===== src/rtl/pac_motion.sv =====
// Pac-Man sprite motion: latches direction requests and, on each movement tick,
// probes the wall map along the leading edge before stepping the sprite.
module pac_motion #(
    parameter int START_X = 304,
    parameter int START_Y = 224,
    parameter int SPRITE  = 32,
    parameter int STEP    = 1,
    parameter int X_MAX   = 608,
    parameter int Y_MAX   = 448
) (
    input  logic       clk,
    input  logic       clrn,
    input  logic       tick,
    input  logic [1:0] dir_req,
    input  logic       dir_req_valid,
    output logic [9:0] probe_x,
    output logic [8:0] probe_y,
    input  logic       probe_wall,
    output logic [9:0] PacX,
    output logic [8:0] PacY,
    output logic [1:0] state,
    output logic       moving,
    output logic       busy
);
    localparam logic [2:0] S_IDLE  = 3'd0;
    localparam logic [2:0] S_REQ_A = 3'd1;
    localparam logic [2:0] S_REQ_B = 3'd2;
    localparam logic [2:0] S_CUR_A = 3'd3;
    localparam logic [2:0] S_CUR_B = 3'd4;
    localparam logic [2:0] S_MOVE  = 3'd5;

    localparam logic signed [10:0] STEP_X = 11'(STEP);
    localparam logic signed [9:0]  STEP_Y = 10'(STEP);
    localparam logic signed [10:0] XMAX_S = 11'(X_MAX);
    localparam logic signed [9:0]  YMAX_S = 10'(Y_MAX);
    localparam logic [9:0]         EX     = 10'(SPRITE - 1);
    localparam logic [8:0]         EY     = 9'(SPRITE - 1);

    // Candidates carry a sign bit so a step past the left/top edge reads as negative.
    function automatic logic signed [10:0] cand_x(input logic [1:0] d, input logic [9:0] x);
        logic signed [10:0] sx;
        sx = $signed({1'b0, x});
        case (d)
            2'b00:   cand_x = sx + STEP_X;
            2'b01:   cand_x = sx - STEP_X;
            default: cand_x = sx;
        endcase
    endfunction

    function automatic logic signed [9:0] cand_y(input logic [1:0] d, input logic [8:0] y);
        logic signed [9:0] sy;
        sy = $signed({1'b0, y});
        case (d)
            2'b10:   cand_y = sy + STEP_Y;
            2'b11:   cand_y = sy - STEP_Y;
            default: cand_y = sy;
        endcase
    endfunction

    function automatic logic in_bounds(input logic signed [10:0] cx, input logic signed [9:0] cy);
        in_bounds = (cx >= 11'sd0) && (cx <= XMAX_S) && (cy >= 10'sd0) && (cy <= YMAX_S);
    endfunction

    function automatic logic [18:0] probe_pt(input logic [1:0] d, input logic second,
                                             input logic signed [10:0] cx,
                                             input logic signed [9:0] cy);
        logic [9:0] ox;
        logic [8:0] oy;
        case (d)
            2'b00:   begin ox = EX;                oy = second ? EY : 9'd0; end
            2'b01:   begin ox = 10'd0;             oy = second ? EY : 9'd0; end
            2'b10:   begin ox = second ? EX : 10'd0; oy = EY;              end
            default: begin ox = second ? EX : 10'd0; oy = 9'd0;           end
        endcase
        probe_pt = {cx[9:0] + ox, cy[8:0] + oy};
    endfunction

    logic [2:0]  r_fsm;
    logic [9:0]  r_pac_x;
    logic [8:0]  r_pac_y;
    logic [1:0]  r_state;
    logic [1:0]  r_pdir;
    logic [1:0]  r_chk;
    logic        r_pend;
    logic        r_moving;
    logic        r_busy;
    logic [9:0]  r_probe_x;
    logic [8:0]  r_probe_y;

    logic              w_pend_eff;
    logic [1:0]        w_req_dir;
    logic signed [10:0] w_req_cx, w_cur_cx;
    logic signed [9:0]  w_req_cy, w_cur_cy;
    logic              w_req_ok, w_cur_ok, w_go_cur;
    logic [18:0]       w_req_p1, w_req_p2, w_cur_p1, w_cur_p2;

    // In IDLE a request arriving with the tick is already in effect for that tick.
    always_comb begin
        w_pend_eff = dir_req_valid ? (dir_req != r_state) : r_pend;
        w_req_dir  = (r_fsm == S_IDLE) ? (dir_req_valid ? dir_req : r_pdir) : r_chk;
        w_req_cx   = cand_x(w_req_dir, r_pac_x);
        w_req_cy   = cand_y(w_req_dir, r_pac_y);
        w_cur_cx   = cand_x(r_state, r_pac_x);
        w_cur_cy   = cand_y(r_state, r_pac_y);
        w_req_ok   = in_bounds(w_req_cx, w_req_cy);
        w_cur_ok   = in_bounds(w_cur_cx, w_cur_cy);
        w_req_p1   = probe_pt(w_req_dir, 1'b0, w_req_cx, w_req_cy);
        w_req_p2   = probe_pt(w_req_dir, 1'b1, w_req_cx, w_req_cy);
        w_cur_p1   = probe_pt(r_state, 1'b0, w_cur_cx, w_cur_cy);
        w_cur_p2   = probe_pt(r_state, 1'b1, w_cur_cx, w_cur_cy);
        w_go_cur   = 1'b0;
        case (r_fsm)
            S_IDLE:           w_go_cur = tick && !(w_pend_eff && w_req_ok);
            S_REQ_A, S_REQ_B: w_go_cur = probe_wall;
            default:          w_go_cur = 1'b0;
        endcase
    end

    always_ff @(posedge clk or negedge clrn) begin
        if (!clrn) begin
            r_fsm     <= S_IDLE;
            r_pac_x   <= 10'(START_X);
            r_pac_y   <= 9'(START_Y);
            r_state   <= 2'b00;
            r_pdir    <= 2'b00;
            r_chk     <= 2'b00;
            r_pend    <= 1'b0;
            r_moving  <= 1'b0;
            r_busy    <= 1'b0;
            r_probe_x <= 10'd0;
            r_probe_y <= 9'd0;
        end else begin
            if (dir_req_valid) begin
                r_pdir <= dir_req;
                r_pend <= (dir_req != r_state);
            end
            // Falling back to the current heading; an out-of-range candidate ends the tick.
            if (w_go_cur) begin
                if (w_cur_ok) begin
                    {r_probe_x, r_probe_y} <= w_cur_p1;
                    r_fsm  <= S_CUR_A;
                    r_busy <= 1'b1;
                end else begin
                    r_moving <= 1'b0;
                    r_fsm    <= S_IDLE;
                    r_busy   <= 1'b0;
                end
            end else begin
                case (r_fsm)
                    S_IDLE: if (tick) begin
                        r_chk <= w_req_dir;
                        {r_probe_x, r_probe_y} <= w_req_p1;
                        r_fsm  <= S_REQ_A;
                        r_busy <= 1'b1;
                    end
                    S_REQ_A: begin
                        {r_probe_x, r_probe_y} <= w_req_p2;
                        r_fsm <= S_REQ_B;
                    end
                    S_REQ_B: begin
                        r_state <= r_chk;
                        if (!dir_req_valid) r_pend <= 1'b0;
                        r_fsm <= S_MOVE;
                    end
                    S_CUR_A, S_CUR_B: begin
                        if (probe_wall) begin
                            r_moving <= 1'b0;
                            r_fsm    <= S_IDLE;
                            r_busy   <= 1'b0;
                        end else if (r_fsm == S_CUR_A) begin
                            {r_probe_x, r_probe_y} <= w_cur_p2;
                            r_fsm <= S_CUR_B;
                        end else begin
                            r_fsm <= S_MOVE;
                        end
                    end
                    S_MOVE: begin
                        r_pac_x  <= w_cur_cx[9:0];
                        r_pac_y  <= w_cur_cy[8:0];
                        r_moving <= 1'b1;
                        r_fsm    <= S_IDLE;
                        r_busy   <= 1'b0;
                    end
                    default: begin
                        r_fsm  <= S_IDLE;
                        r_busy <= 1'b0;
                    end
                endcase
            end
        end
    end

    assign probe_x = r_probe_x;
    assign probe_y = r_probe_y;
    assign PacX    = r_pac_x;
    assign PacY    = r_pac_y;
    assign state   = r_state;
    assign moving  = r_moving;
    assign busy    = r_busy;
endmodule


===== config.mk =====
export PLATFORM = sky130hd
export DESIGN_NAME = pac_motion
export DESIGN_NICKNAME = d
export VERILOG_FILES = /design/src/rtl/pac_motion.sv
export SDC_FILE = /design/constraint.sdc
export NUM_CORES = 1
export LEC_CHECK = 0
export BUFFER_PORTS_ARGS = -buffer_cell sky130_fd_sc_hd__clkbuf_2
export CORE_MARGIN = 5
export CORE_UTILIZATION = 40
export DETAILED_ROUTE_END_ITERATION = 12
export SYNTH_ARGS = -nofsm -noshare
export SYNTH_HDL_FRONTEND = slang
export SYNTH_SLANG_ARGS = --single-unit
export TNS_END_PERCENT = 10

===== constraint.sdc =====
create_clock -name clk -period 5.7 [get_ports clk]
set_clock_uncertainty 0.05 [all_clocks]
set_input_delay 0.57 -clock clk [delete_from_list [all_inputs] [get_ports clk]]
set_output_delay 0.57 -clock clk [all_outputs]
set_load 0.01 [all_outputs]

==> impl_metrics.py, run 1 <==
metrics = {
    "status": {
        "status": "complete, no violations",
    },
    "yosys": {
        "syn_nets": 815,
        "synth_xor_area_frac": 0.102,
        "synth-edff-count": 0,
        "ys_types": 83,
        "synth_warnings": 0,
        "synth_area_per_cell_um2": 7.93,
        "synthCells": 768,
        "synth_top_family_by_area": "compound AO/OA/AOI/OAI gates",
        "netlist_area_um2": 6090,
        "synth_fa_ha_area_frac": 0.0896,
        "synth_compound_gate_area_share": 0.240,
        "muxShareOfSynthArea": 0.0549,
        "synth_seq_area_share": 0.207,
        "ys.flop_type": "dfrtp_1",
        "async_reset_ff_frac": 1.00,
        "ys_ff_latch": 50,
        "synthSimpleGateAreaFrac": 0.235,
    },
    "layout": {
        "fin_area_um2": 6550,
        "mostFrequentLayoutCell": "nand2_1",
        "fill_cells": 1595,
        "syn_to_final_growth_pct": 7.52,
        "nets": 825,
        "layout_common_cells": "57 x nand2_1, 51 x inv_1, 48 x a21oi_1, 48 x clkbuf_2, 45 x xnor2_1",
        "drive_gt1_frac": 0.139,
        "antenna_cells": 0,
    },
    "sta": {
        "fin_crit_ps": 4760,
        "worst_slack_ps": 935,
        "worstMarginPinSlew_ps": 1110,
        "hold_viol": 0,
        "drv_slew": 0,
        "setup_tns_ps": 0,
        "relSlewSlack": 0.245,
        "fmax_mhz": 210,
        "rsz0062_at_grt": "no",
        "setup_violations": 0,
        "fin_crit_sh": 0.836,
    },
    "routing": {
        "routedWlPerCell_um": 19.4,
        "drt-initial-drc-count": 447,
        "totalWireLength_mm": 18.8,
        "drcViolationCount": 0,
        "vias_per_cell": 6.20,
        "dr.pass1.iters": 6,
        "num_vias": 5991,
        "ant_nets": 0,
    },
    "worst_setup_path": {
        "start_kind": "register",
        "critPathLaunch": "r_fsm[0]",
        "reg2reg_to": "probe_x[8]",
        "r2r-start": "r_fsm[0]",
        "crit_required_ps": 5850,
        "end_kind": "register",
        "cp.arrival_ps": 4910,
        "critPathKind": "register to register",
        "reg2reg_depth": 15,
        "ff2ff_setup_slack_ps": 940,
        "crit_fanout": 21,
    },
    "clock_network": {
        "htreeDepth": 2,
        "cts_buffer_depth": 2,
        "cts_tree": "yes",
        "cts_resized": 0,
        "post_cts_buffers": 0,
        "clk_latency_ps": 320,
        "cts_buffers": 5,
        "cts.sink_count": 50,
        "holdBufCountCts": 0,
        "cts.clk_slew.worst_paths_ps": 90,
        "root_buffer": "clkbuf_16",
    },
    "floorplanning": {
        "core-area_um2": 15100,
        "die_area_um2": 17800,
        "die_h_um": 133,
        "row_count": 45,
        "initial_core_util": 0.403,
        "die_w_um": 133,
        "io_pins": 49,
    },
    "place": {
        "pre_cts_slack_ps": 1000,
        "port_buffers": 48,
        "gp_congestion": 0.899,
        "placed_area_um2": 6390,
        "hpwlAfterDp_mm": 13.9,
    },
    "worst_hold_path": {
        "hp-class": "input port to async pin",
    },
    "flow_run": {
        "maxCapViolCount": 0,
    },
    "global_routing": {
        "grt_pass1_wl_mm": 30.6,
        "grt.total_usage": 0.212,
        "overflow": 0,
        "grt_max_degree": 51,
        "antenna_found_initial": 0,
        "grt_pass1_vias": 5773,
    },
}
## through the flow
step,hold slack (ps),cells,utilization
after CTS,352,967,0.434
after detailed placement,451,959,0.424
after global placement,438,959,0.424
after floorplan,224,768,-
after global routing,402,967,0.434
final,342,967,0.434
## state kept, by name, summed over array words and instances (netlist names)
name	flops
PacY	9
r_pdir	2
PacX	10
probe_y	9
moving	1
busy	1
r_pend	1
r_chk	2
state	2
r_fsm	3
probe_x	10
## area by class of cell
type / count / area (um^2) / area share
Inverter: 52 / 195 / 0.0298
Timing Repair Buffer: 57 / 308 / 0.0470
Sequential cell: 50 / 1260 / 0.192
Multi-Input combinational cell: 612 / 4400 / 0.672
Tap cell: 188 / 235 / 0.0359
Clock inverter: 3 / 26.3 / 0.00401
Clock buffer: 5 / 125 / 0.0191
## worst max-delay path: stages (launching register included)
cell and delay (ps):
dfrtp_1 620, nor3_4 540, mux2i_2 870, nand2_1 270, o31ai_1 340, ha_1 340
fa_1 230, a21o_1 120, a21oi_1 100, inv_1 60, a21oi_1 80, a2111oi_1 450
xnor2_1 110, nor2_1 90, a211oi_1 60, a221o_1 310
## layer usage
layer | GRT usage | wire, um | up-vias | part of all wire
met5 | 0 | 0 | - | 0
met4 | 0.0657 | 417 | 0 | 0.022
met3 | 0.0287 | 931 | 24 | 0.050
met2 | 0.363 | 9250 | 210 | 0.49
met1 | 0.278 | 8190 | 2921 | 0.44
li1 | - | - | 2836 | -
## worst max path at each step
stage | to | slack, ps | depth (start not counted)
after global routing | probe_x[6] | 520 | 15
after detailed placement | probe_y[8] | 1000 | 14
final | probe_x[8] | 940 | 15
after CTS | probe_y[8] | 1000 | 14
after global placement | probe_y[8] | 1100 | 15
after floorplan | probe_y[8] | 1430 | 17
## logic make-up after synthesis
group,after synthesis
buf+inv,106
fa+ha+maj,40
mux,28
simple gates,268
flops,50
compound gates,205
xor+xnor,71
## cells in the mapped netlist (12+ instances only)
master | number | share of area
a21o_1 | 16 | 0.020
xor2_1 | 26 | 0.037
nand2_1 | 57 | 0.035
or3_1 | 20 | 0.021
nand3_1 | 27 | 0.022
dfrtp_1 | 44 | 0.18
nor3_1 | 42 | 0.035
mux2i_1 | 12 | 0.020
buf_2 | 12 | 0.0099
nor2_1 | 40 | 0.025
a21oi_1 | 48 | 0.039
clkbuf_1 | 36 | 0.022
a211oi_1 | 12 | 0.015
inv_1 | 51 | 0.031
o21ai_0 | 41 | 0.034
and3_1 | 12 | 0.012
ha_1 | 34 | 0.070
xnor2_1 | 45 | 0.065
Power of run 1 is left out: the tool's default activity adds up to more than one toggle a clock period on the data nets, which glitch-free logic cannot reach.
==> inputs of run 2 (changes only) <==
==> constraint.sdc (replaced) <==
create_clock -name clk -period 3.87 [get_ports clk]
set_clock_uncertainty 0.05 [all_clocks]
set_input_delay 0.387 -clock clk [delete_from_list [all_inputs] [get_ports clk]]
set_output_delay 0.387 -clock clk [all_outputs]
set_load 0.01 [all_outputs]
==> impl_metrics.py, run 2 (same netlist as run 1, synthesis figures left out) <==
metrics = {
    "clock_network": {
        "cts.clk_slew.worst_paths_ps": 80,
        "cts.sink_count": 50,
        "htreeDepth": 2,
        "cts_buffers": 5,
        "root_buffer": "clkbuf_16",
        "cts_tree": "yes",
        "cts_buffer_depth": 2,
        "holdBufCountCts": 0,
        "clk_latency_ps": 310,
    },
    "status": {
        "status": "complete, no violations",
    },
    "global_routing": {
        "grt_pass1_vias": 6059,
        "grt.total_usage": 0.228,
        "grt_max_degree": 37,
        "grt_pass1_wl_mm": 32.5,
        "overflow": 0,
        "antenna_found_initial": 0,
    },
    "worst_hold_path": {
        "hp-class": "input port to async pin",
    },
    "routing": {
        "routedWlPerCell_um": 19.6,
        "drt-initial-drc-count": 412,
        "totalWireLength_mm": 20.2,
        "dr.pass1.iters": 5,
        "drcViolationCount": 0,
        "num_vias": 6120,
        "vias_per_cell": 5.95,
        "ant_nets": 0,
    },
    "sta": {
        "setup_violations": 0,
        "whs_ps": 70.1,
        "drv_slew": 0,
        "relSlewSlack": 0.517,
        "hold_viol": 0,
        "worst_slack_ps": 126,
        "fmax_mhz": 267,
        "fin_crit_ps": 3740,
        "fin_crit_sh": 0.967,
        "worstMarginPinSlew_ps": 724,
    },
    "place": {
        "port_buffers": 48,
        "gp_congestion": 0.932,
        "pre_cts_slack_ps": 23.2,
        "hpwlAfterDp_mm": 15.8,
    },
    "layout": {
        "post-route-util": 0.472,
        "seqCellArea_um2": 1260,
        "nets": 886,
        "layout_common_cells": "67 x buf_4, 57 x nand2_1, 51 x inv_1",
        "syn_to_final_growth_pct": 16.9,
        "drive_gt1_frac": 0.217,
        "mostFrequentLayoutCell": "buf_4",
        "fill_cells": 1536,
        "multi_input_area_um2": 4490,
        "antenna_cells": 0,
    },
    "worst_setup_path": {
        "cp_slowest_cell": "dfrtp_1",
        "r2r-start": "r_fsm[2]",
        "crit_chain": "nor3_4, buf_6, buf_4, mux2_4, buf_12, nand2_1, o31ai_4, ha_1, fa_1, a21o_1, a21oi_2, inv_1, a21oi_1, a211oi_1, xnor2_1, o21a_1, nor2_1, a221o_1",
        "worst-path-buf-inv": 4,
        "critPathLaunch": "r_fsm[2]",
        "ff2ff_setup_slack_ps": 130,
        "crit_fanout": 16,
        "cp.arrival_ps": 3880,
        "end_kind": "register",
        "start_kind": "register",
        "critPathKind": "register to register",
        "slowest_delay_ps": 420,
        "crit_required_ps": 4010,
        "cp_top_family": "compound AO/OA/AOI/OAI gates",
    },
    "floorplanning": {
        "die_area_um2": 17800,
        "io_pins": 49,
        "initial_core_util": 0.403,
        "die_w_um": 133,
        "row_count": 45,
        "core-area_um2": 15100,
        "die_h_um": 133,
    },
    "flow_run": {
        "maxCapViolCount": 0,
    },
}
[run 2: cell types whose count changed in the layout (fill, tap and decap cells not counted), sizes merged]
| cell | before | now |
|---|---|---|
| clkinv | 0 | 1 |
| inv | 55 | 53 |
| buf | 9 | 70 |
| clkbuf | 53 | 54 |
[run 2: layer usage]
metal / share of wire / wire [um] / global-route usage / up-vias
met5: 0 / 0 / 0 / -
met4: 0.044 / 892 / 0.100 / 0
met3: 0.036 / 723 / 0.0302 / 53
met2: 0.48 / 9710 / 0.381 / 164
met1: 0.44 / 8860 / 0.297 / 2944
li1: - / - / - / 2959
[run 2: final cells by class]
| class | instances | area share |
|---|---|---|
| Clock buffer | 6 | 0.0181 |
| Clock inverter | 2 | 0.00193 |
| Inverter | 52 | 0.0274 |
| Multi-Input combinational cell | 612 | 0.631 |
| Sequential cell | 50 | 0.177 |
| Tap cell | 188 | 0.0330 |
| Timing Repair Buffer | 118 | 0.112 |
[run 2: worst paths after layout]
| kind | end | cells past startpoint |
|---|---|---|
| min in group clk | r_fsm[2] | 2 |
| setup reg to reg | probe_y[6] | 18 |
| max in group asynchronous | PacY[6] | 2 |
| hold reg to reg | probe_y[8] | 1 |
| hold / removal | PacY[1] | 1 |
| setup / recovery | probe_y[6] | 18 |
[run 2: metrics by stage]
stage / TNS (ps) / instance area (um^2) / cells
after floorplan: 0 / 6100 / 768
after global placement: 0 / 6880 / 1018
after detailed placement: 0 / 6880 / 1018
after CTS: 0 / 7020 / 1026
after global routing: -80.8 / 7120 / 1028
final: 0 / 7120 / 1028
[run 2: repair_timing]
action | CTS | global route
cloned | 0 | 0
endpoints found under the setup margin | 1 | 15
setup buffers | 0 | 2
gates resized for setup | 1 | 18
pin swaps | 0 | 1
Power of run 2 is left out for the same reason.
